### config.mk
export PLATFORM = sky130hd
export DESIGN_NAME = up_int_ctrl_flat
export DESIGN_NICKNAME = d
export VERILOG_FILES = /design/src/rtl/up_int_ctrl_pkg.sv /design/src/rtl/up_int_ctrl_if.sv /design/src/rtl/up_int_prio.sv /design/src/rtl/up_int_ctrl.sv /design/src/flat_wrapper.sv
export SDC_FILE = /design/constraint.sdc
export NUM_CORES = 1
export LEC_CHECK = 0
export ABC_CLOCK_PERIOD_IN_PS = 3100
export BUFFER_PORTS_ARGS = -buffer_cell sky130_fd_sc_hd__buf_2
export CAP_MARGIN = 10
export CORE_MARGIN = 5
export CORE_UTILIZATION = 59
export CTS_CLUSTER_DIAMETER = 200
export DETAILED_ROUTE_END_ITERATION = 10
export GPL_TIMING_DRIVEN = 0
export PLACE_DENSITY = 0.95
export RECOVER_POWER = 50
export SETUP_SLACK_MARGIN = 0.02
export SLEW_MARGIN = 20
export SYNTH_ARGS = -nofsm -noshare
export SYNTH_HDL_FRONTEND = slang
export SYNTH_SLANG_ARGS = --single-unit
### constraint.sdc
create_clock -name clk -period 3.1 [get_ports clk]
set_input_delay 0.155 -clock clk [delete_from_list [all_inputs] [get_ports clk]]
set_output_delay 0.155 -clock clk [all_outputs]
set_load 0.005 [all_outputs]
### src/rtl/up_int_ctrl_pkg.sv
// Shared types and constants for the up_core interrupt controller.
// Optional build macro used by this slice: UP_INT_CTRL_RR_EN (round-robin priority).
package up_int_ctrl_pkg;

   localparam int unsigned MAX_SRC = 4;

   typedef enum logic [1:0] {
      IDLE     = 2'd0,
      ASSERT   = 2'd1,
      WAIT_ACK = 2'd2
   } state_t;

   localparam logic [1:0] CFG_MASK   = 2'd0;
   localparam logic [1:0] CFG_ACK    = 2'd1;
   localparam logic [1:0] CFG_SWTRIG = 2'd2;

   localparam int unsigned ST_BUSY     = 8;
   localparam int unsigned ST_PEND_LSB = 4;
   localparam int unsigned ST_VALID    = 2;
   localparam int unsigned ST_ID_LSB   = 0;

   function automatic logic [8:0] pack_status(input logic       busy,
                                              input logic [3:0] pend,
                                              input logic       valid,
                                              input logic [1:0] id);
      logic [8:0] st;
      st                      = '0;
      st[ST_BUSY]             = busy;
      st[ST_PEND_LSB +: 4]    = pend;
      st[ST_VALID]            = valid;
      st[ST_ID_LSB +: 2]      = id;
      return st;
   endfunction

   function automatic logic [7:0] sat_inc(input logic [7:0] v);
      return (v == '1) ? v : v + 8'd1;
   endfunction

endpackage

### src/rtl/up_int_ctrl_if.sv
// Core-side bus of the interrupt controller: source requests, config write port,
// status word and the active-low interrupt line.
interface up_int_ctrl_if;
   import up_int_ctrl_pkg::*;

   logic [MAX_SRC-1:0] irq;
   logic               cfg_wr;
   logic [1:0]         cfg_addr;
   logic [7:0]         cfg_wdata;
   logic [8:0]         status;
   logic               int_n;

   modport master (
      output irq, cfg_wr, cfg_addr, cfg_wdata,
      input  status, int_n
   );

   modport slave (
      input  irq, cfg_wr, cfg_addr, cfg_wdata,
      output status, int_n
   );

endinterface

### src/rtl/up_int_prio.sv
// Combinational source picker: fixed lowest-index priority, or round-robin
// starting after last_id when UP_INT_CTRL_RR_EN is defined.
module up_int_prio
   import up_int_ctrl_pkg::*;
#(
   parameter int unsigned N_SRC = 4
) (
   input  logic [N_SRC-1:0] cand,
`ifdef UP_INT_CTRL_RR_EN
   input  logic [1:0]       last_id,
`endif
   output logic             valid,
   output logic [1:0]       id
);

`ifdef UP_INT_CTRL_RR_EN
   logic       hi_found;
   logic       lo_found;
   logic [1:0] hi_id;
   logic [1:0] lo_id;

   // Lowest candidate above last_id wins; otherwise wrap to lowest overall.
   always_comb begin
      hi_found = 1'b0;
      lo_found = 1'b0;
      hi_id    = '0;
      lo_id    = '0;
      for (int unsigned i = 0; i < N_SRC; i++) begin
         if (cand[i] && !lo_found) begin
            lo_found = 1'b1;
            lo_id    = 2'(i);
         end
         if (cand[i] && !hi_found && (2'(i) > last_id)) begin
            hi_found = 1'b1;
            hi_id    = 2'(i);
         end
      end
      valid = lo_found;
      id    = hi_found ? hi_id : lo_id;
   end
`else
   logic found;

   always_comb begin
      found = 1'b0;
      id    = '0;
      for (int unsigned i = 0; i < N_SRC; i++) begin
         if (cand[i] && !found) begin
            found = 1'b1;
            id    = 2'(i);
         end
      end
      valid = found;
   end
`endif

endmodule

### src/rtl/up_int_ctrl.sv
// Interrupt controller for up_core: edge-latched sources, priority pick, fixed
// int_n pulse, then wait for ack. Optional macro: UP_INT_CTRL_RR_EN.
module up_int_ctrl
   import up_int_ctrl_pkg::*;
#(
   parameter int unsigned N_SRC       = 4,
   parameter int unsigned PULSE_LEN   = 50,
   parameter int unsigned ACK_TIMEOUT = 255
) (
   input  logic         clk,
   input  logic         rst,
   up_int_ctrl_if.slave bus
);

   localparam logic [7:0] PULSE_LAST = 8'(PULSE_LEN - 1);
   localparam logic [7:0] TMO_LAST   = 8'(ACK_TIMEOUT - 1);

   logic [N_SRC-1:0] irq_q;
   logic [N_SRC-1:0] pending;
   logic [N_SRC-1:0] mask;
   logic [N_SRC-1:0] wdata_src;
   logic [N_SRC-1:0] edge_set;
   logic [N_SRC-1:0] ack_clr;
   logic [N_SRC-1:0] sw_set;
   logic [N_SRC-1:0] cand;
   logic             mask_wr;

   state_t     state, state_nx;
   logic [7:0] cnt, cnt_nx;
   logic [1:0] act_id, act_id_nx;
   logic       act_valid, act_valid_nx;
   logic [8:0] status_q;

   logic       pick_valid;
   logic [1:0] pick_id;

   assign wdata_src = bus.cfg_wdata[N_SRC-1:0];
   assign edge_set  = bus.irq[N_SRC-1:0] & ~irq_q;
   assign mask_wr   = bus.cfg_wr && (bus.cfg_addr == CFG_MASK);
   assign ack_clr   = (bus.cfg_wr && (bus.cfg_addr == CFG_ACK))    ? wdata_src : '0;
   assign sw_set    = (bus.cfg_wr && (bus.cfg_addr == CFG_SWTRIG)) ? wdata_src : '0;
   assign cand      = pending & mask;

`ifdef UP_INT_CTRL_RR_EN
   logic [1:0] last_id;

   always_ff @(posedge clk) begin
      if (rst) begin
         last_id <= 2'(N_SRC - 1);
      end else if ((state == WAIT_ACK) && (state_nx == IDLE)) begin
         last_id <= act_id;
      end
   end

   up_int_prio #(.N_SRC(N_SRC)) u_prio (
      .cand    (cand),
      .last_id (last_id),
      .valid   (pick_valid),
      .id      (pick_id)
   );
`else
   up_int_prio #(.N_SRC(N_SRC)) u_prio (
      .cand  (cand),
      .valid (pick_valid),
      .id    (pick_id)
   );
`endif

   always_ff @(posedge clk) begin
      if (rst) begin
         irq_q     <= '0;
         pending   <= '0;
         mask      <= '0;
         state     <= IDLE;
         cnt       <= '0;
         act_id    <= '0;
         act_valid <= 1'b0;
         status_q  <= '0;
      end else begin
         irq_q     <= bus.irq[N_SRC-1:0];
         // New edges and software triggers take precedence over an ACK clear.
         pending   <= (pending & ~ack_clr) | edge_set | sw_set;
         if (mask_wr) begin
            mask <= wdata_src;
         end
         state     <= state_nx;
         cnt       <= cnt_nx;
         act_id    <= act_id_nx;
         act_valid <= act_valid_nx;
         status_q  <= pack_status(state != IDLE, 4'(pending), act_valid, act_id);
      end
   end

   always_comb begin
      state_nx     = state;
      cnt_nx       = cnt;
      act_id_nx    = act_id;
      act_valid_nx = act_valid;
      case (state)
         IDLE: begin
            if (pick_valid) begin
               state_nx     = ASSERT;
               act_id_nx    = pick_id;
               act_valid_nx = 1'b1;
               cnt_nx       = '0;
            end
         end
         ASSERT: begin
            if (cnt == PULSE_LAST) begin
               state_nx = WAIT_ACK;
               cnt_nx   = '0;
            end else begin
               cnt_nx = sat_inc(cnt);
            end
         end
         WAIT_ACK: begin
            // Mask is not rechecked here: a started service ends only on ack.
            if (!pending[act_id]) begin
               state_nx     = IDLE;
               act_id_nx    = '0;
               act_valid_nx = 1'b0;
               cnt_nx       = '0;
            end else if (cnt == TMO_LAST) begin
               state_nx = ASSERT;
               cnt_nx   = '0;
            end else begin
               cnt_nx = sat_inc(cnt);
            end
         end
         default: begin
            state_nx = IDLE;
         end
      endcase
   end

   assign bus.int_n  = (state != ASSERT);
   assign bus.status = status_q;

endmodule

### src/flat_wrapper.sv
// flat-port wrapper written by rule: the top's interface ports become plain ports
module up_int_ctrl_flat import up_int_ctrl_pkg::*;
#(
   parameter int unsigned N_SRC       = 4,
   parameter int unsigned PULSE_LEN   = 50,
   parameter int unsigned ACK_TIMEOUT = 255
)
  (clk, rst, bus_irq, bus_cfg_wr, bus_cfg_addr, bus_cfg_wdata, bus_status, bus_int_n);
  up_int_ctrl_if bus_i ();
  input  logic clk;
  input  logic rst;
  input wire logic [$bits(bus_i.irq)-1:0] bus_irq;
  input wire logic [$bits(bus_i.cfg_wr)-1:0] bus_cfg_wr;
  input wire logic [$bits(bus_i.cfg_addr)-1:0] bus_cfg_addr;
  input wire logic [$bits(bus_i.cfg_wdata)-1:0] bus_cfg_wdata;
  output wire logic [$bits(bus_i.status)-1:0] bus_status;
  output wire logic [$bits(bus_i.int_n)-1:0] bus_int_n;
  assign bus_i.irq = bus_irq;
  assign bus_i.cfg_wr = bus_cfg_wr;
  assign bus_i.cfg_addr = bus_cfg_addr;
  assign bus_i.cfg_wdata = bus_cfg_wdata;
  assign bus_status = bus_i.status;
  assign bus_int_n = bus_i.int_n;
  up_int_ctrl #(.N_SRC(N_SRC), .PULSE_LEN(PULSE_LEN), .ACK_TIMEOUT(ACK_TIMEOUT)) u_core (.clk(clk), .rst(rst), .bus(bus_i));
endmodule
==> results.yml <==
route:
  antenna_left: 0
  drc: 0
  vias: 1393
  first_pass_iters: 5
  wl_per_cell_um: 13.0
  drt_iter0_drc: 64
  wl_mm: 3.13
  vias_per_cell: 5.78
clock_network:
  cts_setup_buffers: 0
  clock-root-buffer: "clkbuf_4"
  cts_resized: 0
  cts_buffers: 5
  cts_tree: "done"
  clock-sinks: 33
  insertion_delay_ps: 340
  path_clk_slew_ps: 110
  cts_hold_buf: 0
  cts_htree_levels: 2
  clockBufferDepth: 2
setup_path:
  r2r_start: "u_core.state[0]$_SDFFE_PP0P_"
  crit_end: "u_core.cnt[1]$_SDFFE_PP0P_"
  timing.rr.end: "u_core.cnt[1]$_SDFFE_PP0P_"
  rrSetupSlack_ps: 1260
  end_kind: "flop"
  cp.required_ps: 3360
  cp_max_fo: 10
  startpoint_type: "flop"
  worstPathArrival_ps: 2100
  crit_start: "u_core.state[0]$_SDFFE_PP0P_"
  r2r_cells: 8
  path_class: "flop to flop"
power:
  p_per_area_nw_per_um2: 629
  vdd_drop_max_v: 0.000472
  power_mw: 1.15
  cellLeakagePower_nw: 0.733
run_status:
  status: "finished clean"
synthesis:
  synth_cell_type_count: 49
  synth_warnings: 0
  ys.flop_type: "dfxtp_1"
  synth-async-reset-ratio: 0
  synth_edf_count: 0
  ys_seq_area_frac: 0.410
  synthAdderAreaFrac: 0.0544
  synth_fp_nets: 206
  synth.avg_cell_area_um2: 8.85
  yosys_register_bits: 33
  yosys.area_share.simple: 0.239
  synth_top_family_by_area: "simple AND/OR/NAND/NOR gates"
  synth.area.top_cells: "dfxtp_1, ha_1, nor2_1"
  synthDominantCellAreaShare: 0.410
  netlist_area_um2: 1610
  muxShareOfSynthArea: 0.0505
  synth_compound_gate_area_share: 0.187
  synthCells: 182
  yosysTopAreaCell: "dfxtp_1"
  synth_xor_area_frac: 0
final_layout:
  drive_gt1_frac: 0.186
  fin_util: 0.682
  nFillCells: 220
  final_nets: 233
  area_delta_synth_final_pct: 13.8
  n_antenna_cell: 0
floorplanning:
  rows: 19
  core_area_um2: 2690
  die_area_um2: 3870
  die_w_um: 62.2
  start_util: 0.599
  dieHeight_um: 62.2
  boundaryPins: 27
grt:
  grt_pass1_wl_mm: 5.34
  grt_overflow: 0
  grt_pass1_vias: 1230
  grt_use_total: 0.168
  grt_antenna_before_repair: 0
  grt_start_max_net_pins: 12
place:
  hpwl_mm: 2.31
  place.gp.congestion: 0.894
  io_buffer_count: 20
sta:
  drv_slew: 0
  hold_viol: 0
  max_slew.worst_pin.slew_ps: 765
  layout_min_cycle_time_ps: 1840
  finalClockSkew_ps: 13.2
  min_period_over_period: 0.593
  fin_hold_ws_ps: 32.8
  relSlewSlack: 0.489
  tns_ps: 0
  fmax_ghz: 0.544
  finalSetupViolCount: 0
  rsz0062_at_grt: "false"
job:
  cap_violations: 0
hold_path:
  hp-class: "input port to flop"
[layout make-up]
class	count	area, µm²	area share
Tap cell	31	38.8	0.0212
Inverter	14	52.6	0.0287
Buffer	7	38.8	0.0212
Timing Repair Buffer	20	98.8	0.0540
Clock inverter	2	37.5	0.0205
Multi-Input combinational cell	128	853	0.466
Clock buffer	6	51.3	0.0280
Sequential cell	33	661	0.361
[sequential cells by signal, summed over array words and instances (netlist names)]
register and flops:
u_core.irq_q 4, u_core.pending 4, u_core.cnt 8, u_core.state 2, u_core.bus.status 8, u_core.mask 4, u_core.act_id 2, u_core.act_valid 1
[worst max-delay path: stages (launching register included)]
cell and delay, ps:
dfxtp_1 390, inv_1 80, ha_1 270, a21boi_1 210
a22o_2 260, buf_6 140, nor3b_1 180, o21ai_1 90
a21oi_1 150
[per-layer routing]
| metal | up-vias | GRT usage | wire length (µm) |
|---|---|---|---|
| met4 | 0 | 0.0921 | 70 |
| met3 | 7 | 0.0414 | 225 |
| met1 | 621 | 0.210 | 1340 |
| met5 | - | 0 | 0 |
| li1 | 703 | - | - |
| met2 | 62 | 0.260 | 1490 |
[synth_stat cells, drive strengths merged (2+ instances only)]
library cell and instances:
inv 14, a31oi 4, a222oi 5, clkbuf 4, a21boi 3, a22oi 2, nand3 7, nand2 14
nand4b 2, mux2i 7, buf 3, nor4 2, o22ai 2, nand4 2, nor3b 3, dfxtp 33
nand2b 4, o21ai 10, nor3 2, nor2 20, a21oi 5, and3b 2, ha 7, nor2b 9
[worst min-delay path by stage]
stage | start | depth (start not counted) | slack, ps | end
6_report | bus_irq[2] | 2 | 30 | u_core.irq_q[2]$_SDFF_PP0_
5_1_grt | bus_irq[1] | 2 | 40 | u_core.irq_q[1]$_SDFF_PP0_
3_5_place_dp | bus_irq[2] | 2 | 390 | u_core.irq_q[2]$_SDFF_PP0_
3_3_place_gp | bus_irq[2] | 2 | 380 | u_core.irq_q[2]$_SDFF_PP0_
2_1_floorplan | bus_irq[0] | 1 | 280 | u_core.irq_q[0]$_SDFF_PP0_
4_1_cts | bus_irq[2] | 2 | 40 | u_core.irq_q[2]$_SDFF_PP0_
[power by group]
part           switching (mW)  internal, mW  leakage (nW)  total [mW]
Sequential             0.0228         0.458         0.270       0.481
Clock                   0.146         0.192        0.0445       0.337
Combinational           0.190         0.144         0.418       0.335
Total                   0.359         0.794         0.733        1.15
[cells by family (layout without fill, tap and decap cells)]
logic type,after synthesis,count (layout)
compound gates,41,41
fa+ha+maj,7,7
buf+inv,21,49
flops,33,33
mux,8,8
other cells,1,1
simple gates,71,71
[cell usage in the layout, fill, tap and decap left out, types with 3 or more instances in the layout]
cell type / count
nand3_1: 7
nor2b_1: 9
o21ai_0: 4
a31oi_1: 4
buf_2: 20
dfxtp_1: 33
a21oi_1: 5
nor3b_1: 3
o21ai_1: 6
nor2_1: 20
clkbuf_4: 5
a222oi_1: 5
nand2b_1: 4
ha_1: 7
clkbuf_1: 5
nand2_1: 13
mux2i_1: 7
inv_1: 14
[stage by stage]
step / setup slack, ps / area, µm² / std cells
2_1_floorplan: 1480 / 1610 / 182
3_3_place_gp: 1330 / 1750 / 233
3_5_place_dp: 1290 / 1750 / 233
4_1_cts: 1260 / 1840 / 241
5_1_grt: 1100 / 1830 / 241
6_report: 1260 / 1830 / 241
(Power assumes the default switching activity.)
